===== config.mk =====
export PLATFORM = sky130hd
export DESIGN_NAME = reorder_buffer
export DESIGN_NICKNAME = d
export VERILOG_FILES = /design/src/rtl/reorder_buffer_pkg.sv /design/src/rtl/reorder_buffer_query.sv /design/src/rtl/reorder_buffer.sv
export SDC_FILE = /design/constraint.sdc
export NUM_CORES = 2
export LEC_CHECK = 0
export ABC_AREA = 0
export CORE_MARGIN = 3
export CORE_UTILIZATION = 55
export DETAILED_ROUTE_END_ITERATION = 8
export DONT_BUFFER_PORTS = 1
export PLACE_DENSITY = 0.7
export SLEW_MARGIN = 10
export SYNTH_ARGS = -nofsm -noshare
export SYNTH_HDL_FRONTEND = slang
export SYNTH_SLANG_ARGS = --single-unit

===== constraint.sdc =====
create_clock -name clk_in -period 8.9 [get_ports clk_in]
set_input_delay 0.89 -clock clk_in [delete_from_list [all_inputs] [get_ports clk_in]]
set_output_delay 0.89 -clock clk_in [all_outputs]
set_load 0.01 [all_outputs]

===== src/rtl/reorder_buffer_pkg.sv =====
// Shared sizing, instruction-class codes and per-entry metadata for the reorder buffer.
package reorder_buffer_pkg;

  localparam int unsigned ROB_SIZE_DEF = 16;
  localparam int unsigned ROB_BW_DEF   = 4;

  typedef enum logic [2:0] {
    CLS_ALU   = 3'd0,
    CLS_LOAD  = 3'd1,
    CLS_STORE = 3'd2,
    CLS_BRC   = 3'd3,
    CLS_JUMP  = 3'd4
  } inst_class_t;

  typedef struct packed {
    logic [4:0]  rd;
    logic [2:0]  kind;
    logic        mispredict;
    logic [31:0] target;
  } rob_meta_t;

endpackage


===== src/rtl/reorder_buffer_query.sv =====
// Combinational operand lookup: same-cycle CDB broadcast wins over stored results.
module reorder_buffer_query
  import reorder_buffer_pkg::*;
#(
  parameter int unsigned ROB_SIZE = ROB_SIZE_DEF,
  parameter int unsigned ROB_BW   = ROB_BW_DEF
) (
  input  logic [ROB_BW-1:0]              id,
  input  logic [ROB_SIZE-1:0]            done,
  input  logic [ROB_SIZE-1:0][31:0]      value_mem,
  input  logic                           cdb_valid,
  input  logic [ROB_BW-1:0]              cdb_rob_id,
  input  logic [31:0]                    cdb_value,
  output logic                           ready,
  output logic [31:0]                    value
);

  always_comb begin
    ready = 1'b0;
    value = '0;
    if (cdb_valid && (cdb_rob_id == id)) begin
      ready = 1'b1;
      value = cdb_value;
    end else if (done[id]) begin
      ready = 1'b1;
      value = value_mem[id];
    end
  end

endmodule


===== src/rtl/reorder_buffer.sv =====
// Circular in-order reorder buffer: allocates ids at dispatch, captures CDB results,
// retires one entry per cycle in program order and flushes on a mispredicted branch.
module reorder_buffer
  import reorder_buffer_pkg::*;
#(
  parameter int unsigned ROB_SIZE = ROB_SIZE_DEF,
  parameter int unsigned ROB_BW   = ROB_BW_DEF
) (
  input  logic              clk_in,
  input  logic              rst_n,
  input  logic              rdy_in,
  input  logic              issue_valid,
  input  logic [4:0]        issue_rd,
  input  logic [2:0]        issue_type,
  input  logic [31:0]       issue_pc,
  output logic              rob_full,
  output logic [ROB_BW-1:0] issue_rob_id,
  input  logic              cdb_valid,
  input  logic [ROB_BW-1:0] cdb_rob_id,
  input  logic [31:0]       cdb_value,
  input  logic              cdb_mispredict,
  input  logic [31:0]       cdb_target,
  input  logic [ROB_BW-1:0] qry1_id,
  input  logic [ROB_BW-1:0] qry2_id,
  output logic              qry1_ready,
  output logic              qry2_ready,
  output logic [31:0]       qry1_value,
  output logic [31:0]       qry2_value,
  output logic              commit_valid,
  output logic [ROB_BW-1:0] commit_rob_id,
  output logic [4:0]        commit_rd,
  output logic [31:0]       commit_value,
  output logic [2:0]        commit_type,
  output logic              flush_out,
  output logic [31:0]       flush_pc
);

  logic [ROB_BW-1:0]         head;
  logic [ROB_BW-1:0]         tail;
  logic [ROB_BW:0]           count;
  logic [ROB_SIZE-1:0]       busy;
  logic [ROB_SIZE-1:0]       done;
  logic [ROB_SIZE-1:0][31:0] value_mem;
  logic [ROB_SIZE-1:0][31:0] pc_mem;
  rob_meta_t                 meta [ROB_SIZE];

  logic issue_fire;
  logic cdb_fire;
  logic commit_fire;
  logic flush_fire;

  assign rob_full     = (count == (ROB_BW + 1)'(ROB_SIZE));
  assign issue_rob_id = tail;

  // Commit looks only at registered state, so a CDB hitting head this cycle retires next cycle.
  assign issue_fire  = rdy_in & issue_valid & ~rob_full;
  assign cdb_fire    = rdy_in & cdb_valid & busy[cdb_rob_id];
  assign commit_fire = rdy_in & busy[head] & done[head];
  assign flush_fire  = commit_fire & meta[head].mispredict;

  // Instruction pc is kept per entry for debug visibility only.
  logic unused_pc;
  assign unused_pc = ^pc_mem;

  always_ff @(posedge clk_in or negedge rst_n) begin
    if (!rst_n) begin
      head  <= '0;
      tail  <= '0;
      count <= '0;
    end else if (flush_fire) begin
      head  <= '0;
      tail  <= '0;
      count <= '0;
    end else begin
      if (issue_fire)  tail <= tail + ROB_BW'(1);
      if (commit_fire) head <= head + ROB_BW'(1);
      case ({issue_fire, commit_fire})
        2'b10:   count <= count + (ROB_BW + 1)'(1);
        2'b01:   count <= count - (ROB_BW + 1)'(1);
        default: ;
      endcase
    end
  end

  always_ff @(posedge clk_in or negedge rst_n) begin
    if (!rst_n) begin
      busy <= '0;
      done <= '0;
    end else if (flush_fire) begin
      busy <= '0;
      done <= '0;
    end else begin
      if (issue_fire) begin
        busy[tail] <= 1'b1;
        done[tail] <= 1'b0;
      end
      if (cdb_fire) done[cdb_rob_id] <= 1'b1;
      if (commit_fire) begin
        busy[head] <= 1'b0;
        done[head] <= 1'b0;
      end
    end
  end

  // Payload is only consumed behind busy/done, so it needs no reset.
  always_ff @(posedge clk_in) begin
    if (issue_fire) begin
      meta[tail].rd   <= issue_rd;
      meta[tail].kind <= issue_type;
      pc_mem[tail]    <= issue_pc;
    end
    if (cdb_fire) begin
      value_mem[cdb_rob_id]       <= cdb_value;
      meta[cdb_rob_id].mispredict <= cdb_mispredict;
      meta[cdb_rob_id].target     <= cdb_target;
    end
  end

  always_ff @(posedge clk_in or negedge rst_n) begin
    if (!rst_n) begin
      commit_valid  <= 1'b0;
      commit_rob_id <= '0;
      commit_rd     <= '0;
      commit_value  <= '0;
      commit_type   <= '0;
      flush_out     <= 1'b0;
      flush_pc      <= '0;
    end else begin
      commit_valid <= commit_fire;
      flush_out    <= flush_fire;
      if (commit_fire) begin
        commit_rob_id <= head;
        commit_rd     <= meta[head].rd;
        commit_value  <= value_mem[head];
        commit_type   <= meta[head].kind;
      end
      if (flush_fire) flush_pc <= meta[head].target;
    end
  end

  reorder_buffer_query #(.ROB_SIZE(ROB_SIZE), .ROB_BW(ROB_BW)) u_query1 (
    .id         (qry1_id),
    .done       (done),
    .value_mem  (value_mem),
    .cdb_valid  (cdb_valid),
    .cdb_rob_id (cdb_rob_id),
    .cdb_value  (cdb_value),
    .ready      (qry1_ready),
    .value      (qry1_value)
  );

  reorder_buffer_query #(.ROB_SIZE(ROB_SIZE), .ROB_BW(ROB_BW)) u_query2 (
    .id         (qry2_id),
    .done       (done),
    .value_mem  (value_mem),
    .cdb_valid  (cdb_valid),
    .cdb_rob_id (cdb_rob_id),
    .cdb_value  (cdb_value),
    .ready      (qry2_ready),
    .value      (qry2_value)
  );

endmodule

# Yosys cells after proc, flatten, opt, wreduce, memory -nomap -nowiden
# Memory sizes are Yosys's and may differ from the RTL's.
# Index checks and enable logic that the tools add are counted.
# totals
regBits	635
latchBits	0
ramBits	656
rom_bits	0
in_bits	122
elab_cells	122
mem_count	1
# mem_list
name	words	width	read_ports	rd_ports_with_merged_regs	wr	line_no	source
meta	16	41	1	0	2	reorder_buffer.sv:45	rob_meta_t meta [ROB_SIZE];
# classes
addsub	4
mul	0
div	0
n_lt_le_gt_ge	8
eq_ne	5
shifts	0
muxes	53
bitwise_logic	15
n_reduce_logical	8
# op_table
op	n
bitwise mux 512 bit	1
binary-select mux 32 bit (select 4 bit)	3
two-way mux 32 bit	8
two-way mux 16 bit	10
demux 32 bit (select 4 bit)	1
bitwise AND 16 bit	3
NOT 16 bit	2
bitwise OR 16 bit	2
less-than comparator 4 x 5 -> 1 bit (second input constant)	5
binary-select mux 1 bit (select 4 bit)	5
two-way mux 1 bit	16
two-way mux 4 bit	4
demux 1 bit (select 4 bit)	3
>= comparator 4 x 1 -> 1 bit (second input constant)	3
one-hot mux 5 bit (2 select lines)	1
adder 4 x 1 -> 4 bit (second input constant)	2
== test 4 bit	2
bitwise AND 1 bit	7
adder 5 x 1 -> 5 bit (second input constant)	1
== test 5 bit (second input constant)	1
logical AND 1 bit	5
two-way mux 5 bit	1
subtractor 5 x 1 -> 5 bit (second input constant)	1
nonzero test 2 bit	2
other kinds (4)	4

# Logic depth before layout (Yosys ltp)
# logic_depth
depth_word	14
ltp_mapped	15
depth_no_buf	12

# Hierarchy
# From an unflattened synthesis, not the netlist that was laid out.
# hier_totals
cells_unflattened	2935
area_unflattened_um2	58597.4
# by_module_without_submodules
mod	n_inst	cells_per_inst	area_per_inst_um2	seq_area_each_um2
reorder_buffer	1	2203	49591.3	38151.6
reorder_buffer_query	2	366	4503.1	0.0

# Worst setup path after synthesis
# OpenSTA, ideal clock, no wires.
# synth_path
path_kind	input port to flip-flop
startpoint	in cdb_rob_id[0]
endpoint	mem meta[3][0] in the netlist's numbering, enable pin
setup_ns	0.570
arrival_ns	6.681
setup_slack_ns	1.649
path_stages	6
cell_sequence	clkbuf_1 -> mux4_2 -> mux4_2 -> nand2_1 -> or3_1 -> nor3_1
# synth_lines
item	line_no	source
start, declared	reorder_buffer.sv:19	input logic [ROB_BW-1:0] cdb_rob_id,
end, declared	reorder_buffer.sv:45	

# Worst setup path in the final report
# layout_path
startpoint	reg head[0]
endpoint	reg count[4]
# layout_between
elab_chain_len	7
# layout_rtl
item	line_no	source
start, declared	reorder_buffer.sv:38	logic [ROB_BW-1:0] head;
start signal, assigned	reorder_buffer.sv:76	if (commit_fire) head <= head + ROB_BW'(1);
binary-select mux 1 bit (select 4 bit)	reorder_buffer.sv:58	assign commit_fire = rdy_in & busy[head] & done[head];
two-way mux 1 bit (not written as such)	reorder_buffer.sv:58	
bitwise AND 1 bit (2 in a row)	reorder_buffer.sv:58	
== test 2 x 1 -> 1 bit or == test 2 bit (tied branches)	reorder_buffer.sv:77	case ({issue_fire, commit_fire})
one-hot mux 5 bit (2 select lines)	reorder_buffer.sv:77	
two-way mux 5 bit	reorder_buffer.sv:70	end else if (flush_fire) begin
end signal, assigned	reorder_buffer.sv:78	2'b10: count <= count + (ROB_BW + 1)'(1);
end signal, assigned	reorder_buffer.sv:79	2'b01: count <= count - (ROB_BW + 1)'(1);
end, declared	reorder_buffer.sv:40	logic [ROB_BW:0] count;
# Parallel ways exist; a longest one is shown, timed or not. The select of a mux whose other input is x is not followed.
# A chain may end at the register's enable or synchronous reset.

==> impl_metrics.tcl <==
set metrics [dict create \
    die_area_mm2 0.110 \
    grt_pass1_vias 31700 \
    crit_start "head[0]" \
    p_leak_nw 20.3 \
    ys_seq_elements 1291 \
    vdd_ir_drop_max_mv 0.221 \
    ant_nets 0 \
    start_util 0.559 \
    fmax_mhz 203 \
    grt_pass1_wl_um 222000 \
    cts_tree "done" \
    ys.flop_type "edfxtp_1" \
    wire_per_inst_um 35.8 \
    regToRegEndpoint "count[4]" \
    syn_inst 2742 \
    hold_viol 0 \
    worstMarginPinSlew_ns 1.32 \
    areaGrowthSynthToFinish_pct 10.1 \
    die_h_um 332 \
    h-tree-depth 4 \
    portBuffers 0 \
    synth_top_area_frac 0.601 \
    nFillCells 6996 \
    syn_nets 2874 \
    drive_above_1_share 0.373 \
    yosysMostFrequentCell "edfxtp_1" \
    dr.pass1.iters 8 \
    place.gp.congestion 0.802 \
    setup_viol 0 \
    finalSetupTns_ns 0 \
    synthTopCellsByCount "edfxtp_1 (1168), mux4_2 (702), dfrtp_1 (123)" \
    ys_warn_count 0 \
    clk_latency_ns 0.74 \
    ys_types 50 \
    ys_seq_area_frac 0.654 \
    dp_hpwl_um 80700 \
    syn_area_mm2 0.0584 \
    synth_area_leader_cell "edfxtp_1" \
    row_count 118 \
    rsz0062_at_grt "no" \
    cts_sinks 1291 \
    post-place-ws_ns 3.93 \
    grtUsageTotal 0.279 \
    die_w_um 332 \
    vias 30000 \
    wirelength_um 151000 \
    fin_nets 2868 \
    end_kind "flop" \
    dpl_cell_area_mm2 0.0598 \
    fin_ws_ns 3.96 \
    drv_slew 0 \
    fin_area_mm2 0.0643 \
    path_clk_slew_ns 0.07 \
    clockBufferDepth 3 \
    grt_max_degree 134 \
    fin_worst_skew_ns 0.0307 \
    reg2reg_depth 13 \
    worst-path-max-fanout 50 \
    num_io_pins 271 \
    core_area_mm2 0.104 \
    worst_setup_path_start_kind "flop" \
    cap_viol_max_count 0 \
    synth_edf_count 1168 \
    min_period_ns 4.94 \
    drtIter0Drc 3362 \
    p_per_area_mw_per_mm2 269 \
    async_flop_share 0.0953 \
    min_path_type "input pin to async pin" \
    n_antenna_cell 0 \
    vias_per_cell 7.09 \
    cp_data_required_time_ns 9.51 \
    grt_antenna_before_repair 0 \
    cp.arrival_ns 5.55 \
    cts_buffers 135 \
    reg2reg_from "head[0]" \
    total_power_mw 17.3 \
    timing.final.crit_share 0.555 \
    syn_area_per_cell_um2 21.3 \
    crit_type "flop to flop" \
    drc 0 \
    r2r_slack_ns 3.96 \
    grt-ovfl-total 0 \
    hold_slack_ns 0.124 \
    status "finished, final reports clean" \
    netlist_top_cells_area "edfxtp_1 (60%), mux4_2 (27%), dfrtp_1 (5.3%), mux2_2 (1.4%), nand2b_1 (0.80%)" \
    cts_root_buffer "clkbuf_16" \
    max_slew_margin 0.117 \
]
==> cells in the final DEF (no fill, tap or decap), types with 7 or more instances in the layout <==
master	synthesis	routed
edfxtp_1	1168	1168
mux4_2	702	702
clkbuf_16	0	138
dfrtp_1	123	119
nand2_1	102	102
o21ai_0	80	76
mux2_2	75	75
nand2b_1	75	75
buf_4	5	56
nor2_1	49	37
clkbuf_1	116	35
o21a_1	26	26
clkinv_1	0	21
clkinv_2	0	17
nor2b_1	15	15
mux2i_1	14	14
nor2_4	0	12
bufinv_16	0	12
inv_6	0	10
a21oi_1	10	10
ha_1	10	10
inv_1	12	9
xor2_1	8	8
nor3_1	9	8
and3_1	7	7
a21o_1	7	7
==> routing by layer <==
metal | routed length, um | track usage | share of wire
met5 | 0 | 0 | 0
met2 | 75700 | 0.455 | 0.50
met3 | 14000 | 0.0684 | 0.092
met1 | 56000 | 0.371 | 0.37
met4 | 5520 | 0.102 | 0.036
==> final cells by class <==
class | instances | area [um^2] | share of cell area
Clock buffer | 179 | 3670 | 0.0571
Tap cell | 1380 | 1730 | 0.0269
Sequential cell | 1291 | 38200 | 0.594
Timing Repair Buffer | 58 | 468 | 0.00728
Clock inverter | 68 | 712 | 0.0111
Multi-Input combinational cell | 1237 | 19400 | 0.303
Inverter | 13 | 65.1 | 0.00101
==> worst max path at each step <==
| stage | endpoint | slack [ns] | cells past startpoint |
|---|---|---|---|
| after floorplan | meta[3][0] | 1.65 | 6 |
| after global placement | count[4] | 4.00 | 13 |
| after detailed placement | count[4] | 3.93 | 13 |
| final | count[4] | 3.96 | 13 |
| after CTS | count[4] | 3.89 | 13 |
| after global routing | count[4] | 3.55 | 13 |
==> through the flow <==
step,cells,utilization
after floorplan,2742,-
after global placement,3978,0.573
after detailed placement,3978,0.573
after CTS,4226,0.616
after global routing,4226,0.616
final,4226,0.616
==> power breakdown <==
group,switching [mW],total (mW),internal [mW]
registers,0.565,7.50,6.94
logic,1.89,4.16,2.27
clock network,2.33,5.59,3.26
==> critical path, stage by stage, from the launching register on <==
cell and delay [ns]:
dfrtp_4 0.92, buf_4 0.92, mux4_2 0.61, a22o_1 0.24, nor2_1 0.36, or3_4 0.40, nor2_1 0.13, xnor2_1 0.15
ha_1 0.24, o31a_1 0.26, nor3_1 0.22, nor2_1 0.07, mux2i_1 0.15, mux2i_1 0.10
==> logic make-up (layout without fill, tap and decap cells) <==
kind of cell / Yosys count / after routing / share of synthesized area
adder cells (fa/ha/maj): 10 / 10 / 0.00214
AND/OR/NAND/NOR: 282 / 282 / 0.0240
XOR/XNOR: 13 / 13 / 0.00195
AO/OA/AOI/OAI: 140 / 140 / 0.0149
multiplexers: 792 / 792 / 0.288
buffers and inverters: 214 / 318 / 0.0151
flip-flops: 1291 / 1291 / 0.654
==> registers in the layout, indices dropped and copies added (netlist names), 5 cells and up <==
register and flops:
done 16, commit_value 32, commit_rd 5, count 5, flush_pc 32, busy 16
meta 656, value_mem 512
==> repair_timing <==
item,CTS,global route
endpoints found under the hold margin,123,0
hold buffers,1,0
buffers inserted,0,0
endpoints found under the setup margin,0,0
resized for setup,0,0
(Power assumes the default switching activity.)
